File: src/rtl/mem_port_arbiter.sv
`default_nettype none
// ============================================================================
// Module   : mem_port_arbiter
// Summary  : Shares one backing RAM port between the instruction-cache and
//            data-cache refill/write paths. Grants one side at a time, holds
//            the RAM address/enables for RAM_LAT cycles, captures the read
//            word and pulses the winner's ack for one cycle.
// Options  : ARB_ROUND_ROBIN_EN - alternate ties between the two sides;
//            when undefined the data side always wins ties.
// Revision : 1.0 - initial release
// ============================================================================
module mem_port_arbiter #(
    parameter int A_WIDTH = 8,
    parameter int D_WIDTH = 16,
    parameter int RAM_LAT = 2
) (
    input  logic               g_clk,
    input  logic               g_clr,
    input  logic               i_req,
    input  logic               i_we,
    input  logic [A_WIDTH-1:0] i_addr,
    input  logic [D_WIDTH-1:0] i_wdata,
    output logic               i_ack,
    input  logic               d_req,
    input  logic               d_we,
    input  logic [A_WIDTH-1:0] d_addr,
    input  logic [D_WIDTH-1:0] d_wdata,
    output logic               d_ack,
    output logic [D_WIDTH-1:0] rdata,
    output logic [A_WIDTH-1:0] ram_addr,
    output logic               ram_re,
    output logic               ram_we,
    output logic [D_WIDTH-1:0] ram_wdata,
    input  logic [D_WIDTH-1:0] ram_rdata,
    output logic               busy,
    output logic               grant_d
);

    localparam logic [1:0] c_IDLE   = 2'd0;
    localparam logic [1:0] c_ACCESS = 2'd1;
    localparam logic [1:0] c_ACK    = 2'd2;

    // Counter is loaded with the number of remaining access cycles after
    // the first one; RAM_LAT up to 15 fits in four bits.
    localparam logic [3:0] c_LAT_M1 = 4'(RAM_LAT - 1);

    logic [1:0] r_state;
    logic [3:0] r_cnt;
    logic       r_we;      // latched direction of the access in progress

    logic       w_prio_d;  // data side wins a tie
    logic       w_any_req;
    logic       w_pick_d;

    // Tie resolution; grant_d doubles as the last-grant register.
    always_comb begin
`ifdef ARB_ROUND_ROBIN_EN
        w_prio_d = ~grant_d;
`else
        w_prio_d = 1'b1;
`endif
        w_any_req = i_req | d_req;
        w_pick_d  = d_req & (~i_req | w_prio_d);
    end

    // Request sequencer: IDLE grants, ACCESS drives the RAM, ACK pulses.
    always_ff @(posedge g_clk) begin
        if (g_clr) begin
            r_state   <= c_IDLE;
            r_cnt     <= 4'd0;
            r_we      <= 1'b0;
            i_ack     <= 1'b0;
            d_ack     <= 1'b0;
            rdata     <= '0;
            ram_addr  <= '0;
            ram_re    <= 1'b0;
            ram_we    <= 1'b0;
            ram_wdata <= '0;
            busy      <= 1'b0;
            grant_d   <= 1'b0;
        end else begin
            case (r_state)
                c_IDLE: begin
                    i_ack <= 1'b0;
                    d_ack <= 1'b0;
                    if (w_any_req) begin
                        // The RAM-facing registers are the latched request,
                        // so later changes on the requester pins are ignored.
                        grant_d   <= w_pick_d;
                        ram_addr  <= w_pick_d ? d_addr  : i_addr;
                        ram_wdata <= w_pick_d ? d_wdata : i_wdata;
                        r_we      <= w_pick_d ? d_we    : i_we;
                        ram_re    <= w_pick_d ? ~d_we   : ~i_we;
                        ram_we    <= w_pick_d ? d_we    : i_we;
                        r_cnt     <= c_LAT_M1;
                        busy      <= 1'b1;
                        r_state   <= c_ACCESS;
                    end
                end
                c_ACCESS: begin
                    // Write strobe lives only in the first access cycle.
                    ram_we <= 1'b0;
                    if (r_cnt == 4'd0) begin
                        if (!r_we) begin
                            rdata <= ram_rdata;
                        end
                        ram_re <= 1'b0;
                        if (grant_d) begin
                            d_ack <= 1'b1;
                        end else begin
                            i_ack <= 1'b1;
                        end
                        r_state <= c_ACK;
                    end else begin
                        r_cnt <= r_cnt - 4'd1;
                    end
                end
                c_ACK: begin
                    i_ack   <= 1'b0;
                    d_ack   <= 1'b0;
                    busy    <= 1'b0;
                    r_state <= c_IDLE;
                end
                default: begin
                    i_ack   <= 1'b0;
                    d_ack   <= 1'b0;
                    ram_re  <= 1'b0;
                    ram_we  <= 1'b0;
                    busy    <= 1'b0;
                    r_state <= c_IDLE;
                end
            endcase
        end
    end

endmodule
`default_nettype wire

File: config.mk
export PLATFORM = sky130hd
export DESIGN_NAME = mem_port_arbiter
export DESIGN_NICKNAME = d
export VERILOG_FILES = /design/src/rtl/mem_port_arbiter.sv
export SDC_FILE = /design/constraint.sdc
export NUM_CORES = 1
export LEC_CHECK = 0
export BUFFER_PORTS_ARGS = -buffer_cell sky130_fd_sc_hd__buf_2
export CAP_MARGIN = 30
export CORE_ASPECT_RATIO = 2
export CORE_MARGIN = 8
export CORE_UTILIZATION = 35
export DETAILED_ROUTE_END_ITERATION = 16
export GPL_ROUTABILITY_DRIVEN = 1
export SLEW_MARGIN = 30
export SYNTH_ARGS = -nofsm -noshare
export SYNTH_HDL_FRONTEND = slang
export SYNTH_SLANG_ARGS = --single-unit
File: constraint.sdc
create_clock -name g_clk -period 2.5 [get_ports g_clk]
set_input_delay 0.25 -clock g_clk [delete_from_list [all_inputs] [get_ports g_clk]]
set_output_delay 0.25 -clock g_clk [all_outputs]
set_load 0.01 [all_outputs]
==> impl_metrics.json, run 1 <==
{
  "run_status": "complete, no violations",
  "postCtsResizedCells": 0,
  "synth_nets": 315,
  "finalPower_mw": 2.249,
  "slew_headroom_pct": 58.28,
  "worst_clock_skew_ps": 4.118,
  "worst_setup_path_start_kind": "flop",
  "m1WireLength_um": 2488,
  "drive_gt1_share_pct": 37.78,
  "final_min_period_over_clock_period_pct": 78.50,
  "leading_cell_types_by_count_after_synthesis": "sky130_fd_sc_hd__dfxtp_1, sky130_fd_sc_hd__nor2_1, sky130_fd_sc_hd__nand2_1",
  "yosysSeqAreaShare_pct": 48.46,
  "crit_path_top_delay_cell": "sky130_fd_sc_hd__or3_1",
  "antenna_found_initial": 0,
  "synthMostInstantiatedCell": "sky130_fd_sc_hd__dfxtp_1",
  "totalNegativeSetupSlack_ps": 0,
  "syn-instance-count": 243,
  "yosys.area.top_type": "sky130_fd_sc_hd__dfxtp_1",
  "firstDrtPassIters": 4,
  "chipWidth_um": 71.93,
  "count_of_yosys_warnings_during_synthesis": 0,
  "remaining_drc_errors": 0,
  "timing_hold_violations_final": 0,
  "maximum_number_of_pins_on_one_net_before_global_route_repair": 49,
  "placementRows": 41,
  "layout_min_cycle_time_ps": 1963,
  "area_added_between_synthesis_and_finish_pct": 34.40,
  "slew_violations": 0,
  "die_extent_in_y_um": 127.9,
  "final_nets": 423,
  "ant_nets": 0,
  "timing.max_cap.violations": 0,
  "finalWeightedCongestion": 0.7406,
  "dp_slack_ps": 535.5,
  "globalRoute.totalOverflow": 0,
  "number_of_synthesized_flops_with_an_enable_pin": 0,
  "route.top_layer_used": "met4",
  "filler_cell_count": 619,
  "ys_types": 29,
  "ctsLongestPathBuffers": 2,
  "cts_tree": "yes",
  "top_area_cells_in_the_synthesized_netlist": "sky130_fd_sc_hd__dfxtp_1, sky130_fd_sc_hd__mux2i_1, sky130_fd_sc_hd__a211oi_1, sky130_fd_sc_hd__nor2_1, sky130_fd_sc_hd__nand2_1",
  "vias": 2058,
  "cts-hold-fix-buffers": 0,
  "synth_largest_type_area_fraction_pct": 48.46,
  "grt_pass1_wl_um": 9749,
  "slew_of_the_pin_with_the_lowest_slew_margin_ps": 623.7,
  "path_cells": "inv_1 -> ha_1 -> or3b_4 -> or3_1 -> nand2_1 -> a21oi_1",
  "drt-total-wl_um": 5876,
  "min-delay-path-class": "input pin to flop",
  "clk_pin_slew_ps": 60,
  "met3_wirelength_um": 561,
  "drt_iter0_drc": 82,
  "grt_setup_unrepaired": "no",
  "die_area_um2": 9197,
  "ys_seq_elements": 53,
  "required_ps": 2670,
  "post-route-worst-setup-slack_ps": 537.5,
  "crit_fanout": 16,
  "multi_input_comb_area_um2": 1027,
  "max_clock_freq_ghz": 0.5096,
  "cts-buffers-inserted": 5,
  "cellLeakagePower_nw": 1.435,
  "power_density_over_cell_area_nw_per_um2": 764.2,
  "worst_ep_arrival_time_ps": 2140,
  "cell_at_the_root_of_the_clock_tree": "sky130_fd_sc_hd__clkbuf_16",
  "met2RoutedLength_um": 2683,
  "design.portCount": 116,
  "via_count_of_the_first_global_routing_pass": 2194,
  "placedCellCount": 408,
  "critical_path_class": "flop to flop",
  "setup_violations": 0,
  "seqCellArea_um2": 1061,
  "port_buffers": 115,
  "cts_htree_levels": 2,
  "gr-usage-all-layers_pct": 13.08,
  "core_area_um2": 6156,
  "asyncSetResetFlopFracSynth_pct": 0,
  "slowest_delay_ps": 610,
  "sink_count": 53,
  "synth_cell_area_um2": 2190,
  "postSynthAreaPerCell_um2": 9.011,
  "cts_post_setup_buffers_inserted": 0,
  "setup.worst_path.end_class": "flop",
  "hpwl_um": 4592,
  "avgViaCountPerCell": 4.947,
  "synth-main-ff-cell": "sky130_fd_sc_hd__dfxtp_1",
  "latest_clock_arrival_within_the_worst_skew_pair_ps": 290,
  "antennaDiodeCount": 0,
  "ir_worst_vdd_v": 0.0003611,
  "stdcell_count": 416,
  "start_util_pct": 35.57,
  "route.detailed.wl_per_inst_um": 14.13
}
## logic make-up after synthesis
| family | share of synthesized area (%) |
|---|---|
| muxes | 11.94 |
| buffers and inverters | 4.914 |
| adders and majority gates | 1.143 |
| and+or+nand+nor | 17.20 |
| AOI/OAI and AO/OA | 16.34 |
| DFF | 48.46 |
## power by group
group          switching (mW)  internal, mW
logic                   0.303         0.229
clock network           0.287         0.424
registers              0.0577         0.948
## per-stage QoR
stage	instance area (um2)	hold WS [ps]	util (%)
finish	2943	193.5	47.80
global route	2943	194.1	47.80
CTS	2943	184.8	47.80
detailed placement	2785	447.9	45.24
global placement	2785	439.5	45.24
floorplan	2190	386.0	-
## worst paths after layout
check           startpoint         to  slack (ps)  depth (start not counted)
max               r_cnt[0]   rdata[5]         540                          6
min          ram_rdata[15]  rdata[15]         190                          3
max reg2reg       r_cnt[0]   rdata[5]         540                          6
min reg2reg      rdata[10]  rdata[10]         450                          2
## placed cells by master (no fill, tap or decap)
cell,Yosys,final
sky130_fd_sc_hd__a211oi_1,24,24
sky130_fd_sc_hd__a21oi_1,21,21
sky130_fd_sc_hd__a22oi_1,2,2
sky130_fd_sc_hd__a31oi_1,1,1
sky130_fd_sc_hd__a32o_2,1,1
sky130_fd_sc_hd__buf_2,8,115
sky130_fd_sc_hd__buf_4,0,4
sky130_fd_sc_hd__clkbuf_16,0,5
sky130_fd_sc_hd__clkbuf_8,0,2
sky130_fd_sc_hd__clkinv_2,0,1
sky130_fd_sc_hd__dfxtp_1,53,53
sky130_fd_sc_hd__ha_1,2,2
sky130_fd_sc_hd__inv_1,3,3
sky130_fd_sc_hd__mux2_2,1,1
sky130_fd_sc_hd__mux2i_1,25,25
sky130_fd_sc_hd__nand2_1,34,34
sky130_fd_sc_hd__nand2b_1,3,3
sky130_fd_sc_hd__nand3_1,1,1
sky130_fd_sc_hd__nor2_1,36,36
sky130_fd_sc_hd__nor3_1,5,5
sky130_fd_sc_hd__nor3_4,1,2
sky130_fd_sc_hd__nor3b_1,2,2
sky130_fd_sc_hd__o211a_1,1,1
sky130_fd_sc_hd__o21ai_0,2,2
sky130_fd_sc_hd__o21ai_1,2,2
sky130_fd_sc_hd__o21ba_2,1,1
sky130_fd_sc_hd__or2_1,1,1
sky130_fd_sc_hd__or3_1,1,1
sky130_fd_sc_hd__or3b_4,1,1
## sequential cells by signal, summed over array words and instances, names as in the netlist
name / count
ram_wdata: 16
rdata: 16
ram_addr: 8
r_cnt: 4
r_state: 2
busy: 1
d_ack: 1
grant_d: 1
i_ack: 1
r_we: 1
ram_re: 1
ram_we: 1
## area by class of cell
cell class,instances,share of cell area [%]
Sequential cell,53,36.05
Clock buffer,7,5.187
Inverter,3,0.3827
Tap cell,64,2.721
Multi-Input combinational cell,169,34.91
Timing Repair Buffer,119,20.58
Clock inverter,1,0.1701
## routing by layer
metal	vias to the layer above	global-route usage, %
li1	1054	-
met1	912	14.02
met2	82	21.27
met3	10	5.329
met4	0	6.788
met5	-	0
## critical path, delay by kind of cell (launching register included)
| family | cells | cell delay, ps |
|---|---|---|
| compound gates | 1 | 70 |
| fa+ha+maj | 1 | 170 |
| buf+inv | 1 | 110 |
| simple gates | 3 | 1190 |
| flops | 1 | 310 |
No activity file was read; power rests on OpenSTA's default activity.
==> run 2, diff against run 1 <==
Clock period 2.5 ns to 1.84 ns, I/O delays scaled along.
==> run 2 against run 1 <==
Via count grew 0.97%; power grew 38%; non-clock buffer count grew 6; largest power group unchanged; register-to-register slack lost 430 ps; core utilization grew 1.4 points.
==> impl_metrics.json, run 2 (synthesis gave the netlist of run 1 again) <==
{
  "share_of_total_power_consumed_by_net_switching_pct": 28.58,
  "chipWidth_um": 71.93,
  "crit_fanout": 8,
  "worst_r2r_endpoint": "rdata[6]",
  "ff2ff_path_depth": 8,
  "gr-usage-all-layers_pct": 13.02,
  "slowest_delay_ps": 380,
  "path_cells": "inv_1 -> ha_1 -> or3b_4 -> buf_4 -> nor3_4 -> clkbuf_16 -> nand2_1 -> a21oi_1",
  "crit_end": "rdata[6]",
  "startpoint": "r_cnt[1]",
  "avgViaCountPerCell": 4.924,
  "slew_violations": 0,
  "timing.critical_path.max_delay_family": "simple AND/OR/NAND/NOR gates",
  "slew_of_the_pin_with_the_lowest_slew_margin_ps": 531.5,
  "maximum_number_of_pins_on_one_net_before_global_route_repair": 29,
  "remaining_drc_errors": 0,
  "drt-total-wl_um": 5944,
  "post-route-worst-setup-slack_ps": 109.4,
  "via_count_of_the_first_global_routing_pass": 2154,
  "grt_pass1_wl_um": 9694,
  "largestRegisters": "ram_wdata: 16 flops, rdata: 16 flops, ram_addr: 8 flops",
  "cts_post_setup_buffers_inserted": 0,
  "placementRows": 41,
  "cts_tree": "yes",
  "final_nets": 429,
  "route.detailed.wl_per_inst_um": 14.09,
  "firstDrtPassIters": 5,
  "cell_at_the_root_of_the_clock_tree": "sky130_fd_sc_hd__clkbuf_16",
  "cts-buffers-inserted": 5,
  "timing.max_cap.violations": 0,
  "area_added_between_synthesis_and_finish_pct": 38.23,
  "ctsLongestPathBuffers": 2,
  "timing_hold_violations_final": 0,
  "antenna_found_initial": 0,
  "cp.buffers_inverters": 3,
  "design.portCount": 116,
  "setup.worst_path.end_class": "flop",
  "cts_htree_levels": 2,
  "route.top_layer_used": "met4",
  "holdPathStages": 3,
  "core_area_um2": 6156,
  "grt_setup_unrepaired": "no",
  "met3_wirelength_um": 605,
  "cp.depth": 8,
  "setup_violations": 0,
  "power.switching_mw": 0.8897,
  "drive_gt1_share_pct": 39.66,
  "dp_slack_ps": -82.90,
  "m1WireLength_um": 2500,
  "final_min_period_over_clock_period_pct": 94.06,
  "reg2reg_from": "r_cnt[1]",
  "drt_iter0_drc": 77,
  "power_frac_clock_pct": 31.0,
  "sink_count": 53,
  "run_status": "complete, no violations",
  "sequential_share_of_power_pct": 43.9,
  "cellLeakagePower_nw": 1.474,
  "worst_ep_arrival_time_ps": 1950,
  "critical_path_class": "flop to flop",
  "latest_clock_arrival_within_the_worst_skew_pair_ps": 290,
  "worst_clock_skew_ps": 2.855,
  "clk_pin_slew_ps": 60,
  "power.combinational.fraction_pct": 25.2,
  "required_ps": 2060,
  "die_extent_in_y_um": 127.9,
  "globalRoute.totalOverflow": 0,
  "vias": 2078,
  "power_density_over_cell_area_nw_per_um2": 1029,
  "met2RoutedLength_um": 2745,
  "hpwl_um": 4664,
  "slew_headroom_pct": 64.19,
  "rrSetupSlack_ps": 110,
  "die_area_um2": 9197,
  "finalWeightedCongestion": 0.7576,
  "min-delay-path-class": "input pin to flop",
  "ir_worst_vdd_v": 0.0006222,
  "layout.cells.most_common": "sky130_fd_sc_hd__buf_2",
  "crit_path_top_delay_cell": "sky130_fd_sc_hd__or3b_4",
  "layout_min_cycle_time_ps": 1731,
  "mostFrequentLayoutCells": "sky130_fd_sc_hd__buf_2, sky130_fd_sc_hd__dfxtp_1, sky130_fd_sc_hd__nor2_1",
  "port_buffers": 115,
  "cts-hold-fix-buffers": 0,
  "worst_setup_path_start_kind": "flop",
  "antennaDiodeCount": 0,
  "ant_nets": 0,
  "max_clock_freq_ghz": 0.5778,
  "finalPower_mw": 3.113,
  "start_util_pct": 35.57,
  "power_report.internal_total_mw": 2.224
}
run 2: timing repair:
| action | 4_1_cts | 5_1_grt |
|---|---|---|
| hold endpoints to repair | 0 | 0 |
| endpoints found under the setup margin | 16 | 5 |
| resized for setup | 1 | 2 |
| pin swaps | 0 | 1 |
| gates cloned | 0 | 1 |
run 2: worst min-delay path by stage:
stage                        startpoint   endpoint
final                     ram_rdata[15]  rdata[15]
after global routing       ram_rdata[7]   rdata[7]
after CTS                  ram_rdata[9]   rdata[9]
after detailed placement   ram_rdata[9]   rdata[9]
after global placement     ram_rdata[4]   rdata[4]
after floorplan            ram_rdata[0]   rdata[0]
run 2: worst min-delay path, stage by stage:
cell,delay [ps]
sky130_fd_sc_hd__buf_2,90
sky130_fd_sc_hd__nand2_1,40
sky130_fd_sc_hd__a21oi_1,50
run 2: stage by stage:
| stage | utilization [%] | area (um2) | TNS [ps] | std cells | hold slack (ps) |
|---|---|---|---|---|---|
| after global routing | 49.17 | 3027 | 0 | 422 | 127.5 |
| after CTS | 48.70 | 2998 | 0 | 421 | 118.2 |
| after detailed placement | 46.06 | 2835 | -1055 | 413 | 431.9 |
| after floorplan | - | 2190 | 0 | 243 | 320.0 |
| after global placement | 46.06 | 2835 | -36.05 | 413 | 427.4 |
| final | 49.17 | 3027 | 0 | 422 | 128.4 |
run 2: area by class of cell:
type	instances	area [um2]
timing repair buffer	125	680.7
inverter	3	11.26
fill	593	3129
sequential	53	1061
clock buffer	7	152.6
clock inverter	1	5.005
tap	64	80.08
multi-input combinational	169	1036
run 2: routing by layer:
layer  up-vias  GRT usage (%)
met3         7          5.799
met1       914          13.91
met2        88          21.33
met4         0          5.818
met5         -              0
li1       1069              -
run 2: power groups by stage:
stage / Clock (mW) / Combinational [mW] / Sequential, mW
2_1_floorplan: 0 / 0.416 / 1.44
3_3_place_gp: 0 / 0.755 / 1.39
3_5_place_dp: 0 / 0.775 / 1.39
4_1_cts: 1.00 / 0.779 / 1.37
5_1_grt: 1.05 / 0.880 / 1.38
6_report: 0.965 / 0.783 / 1.37
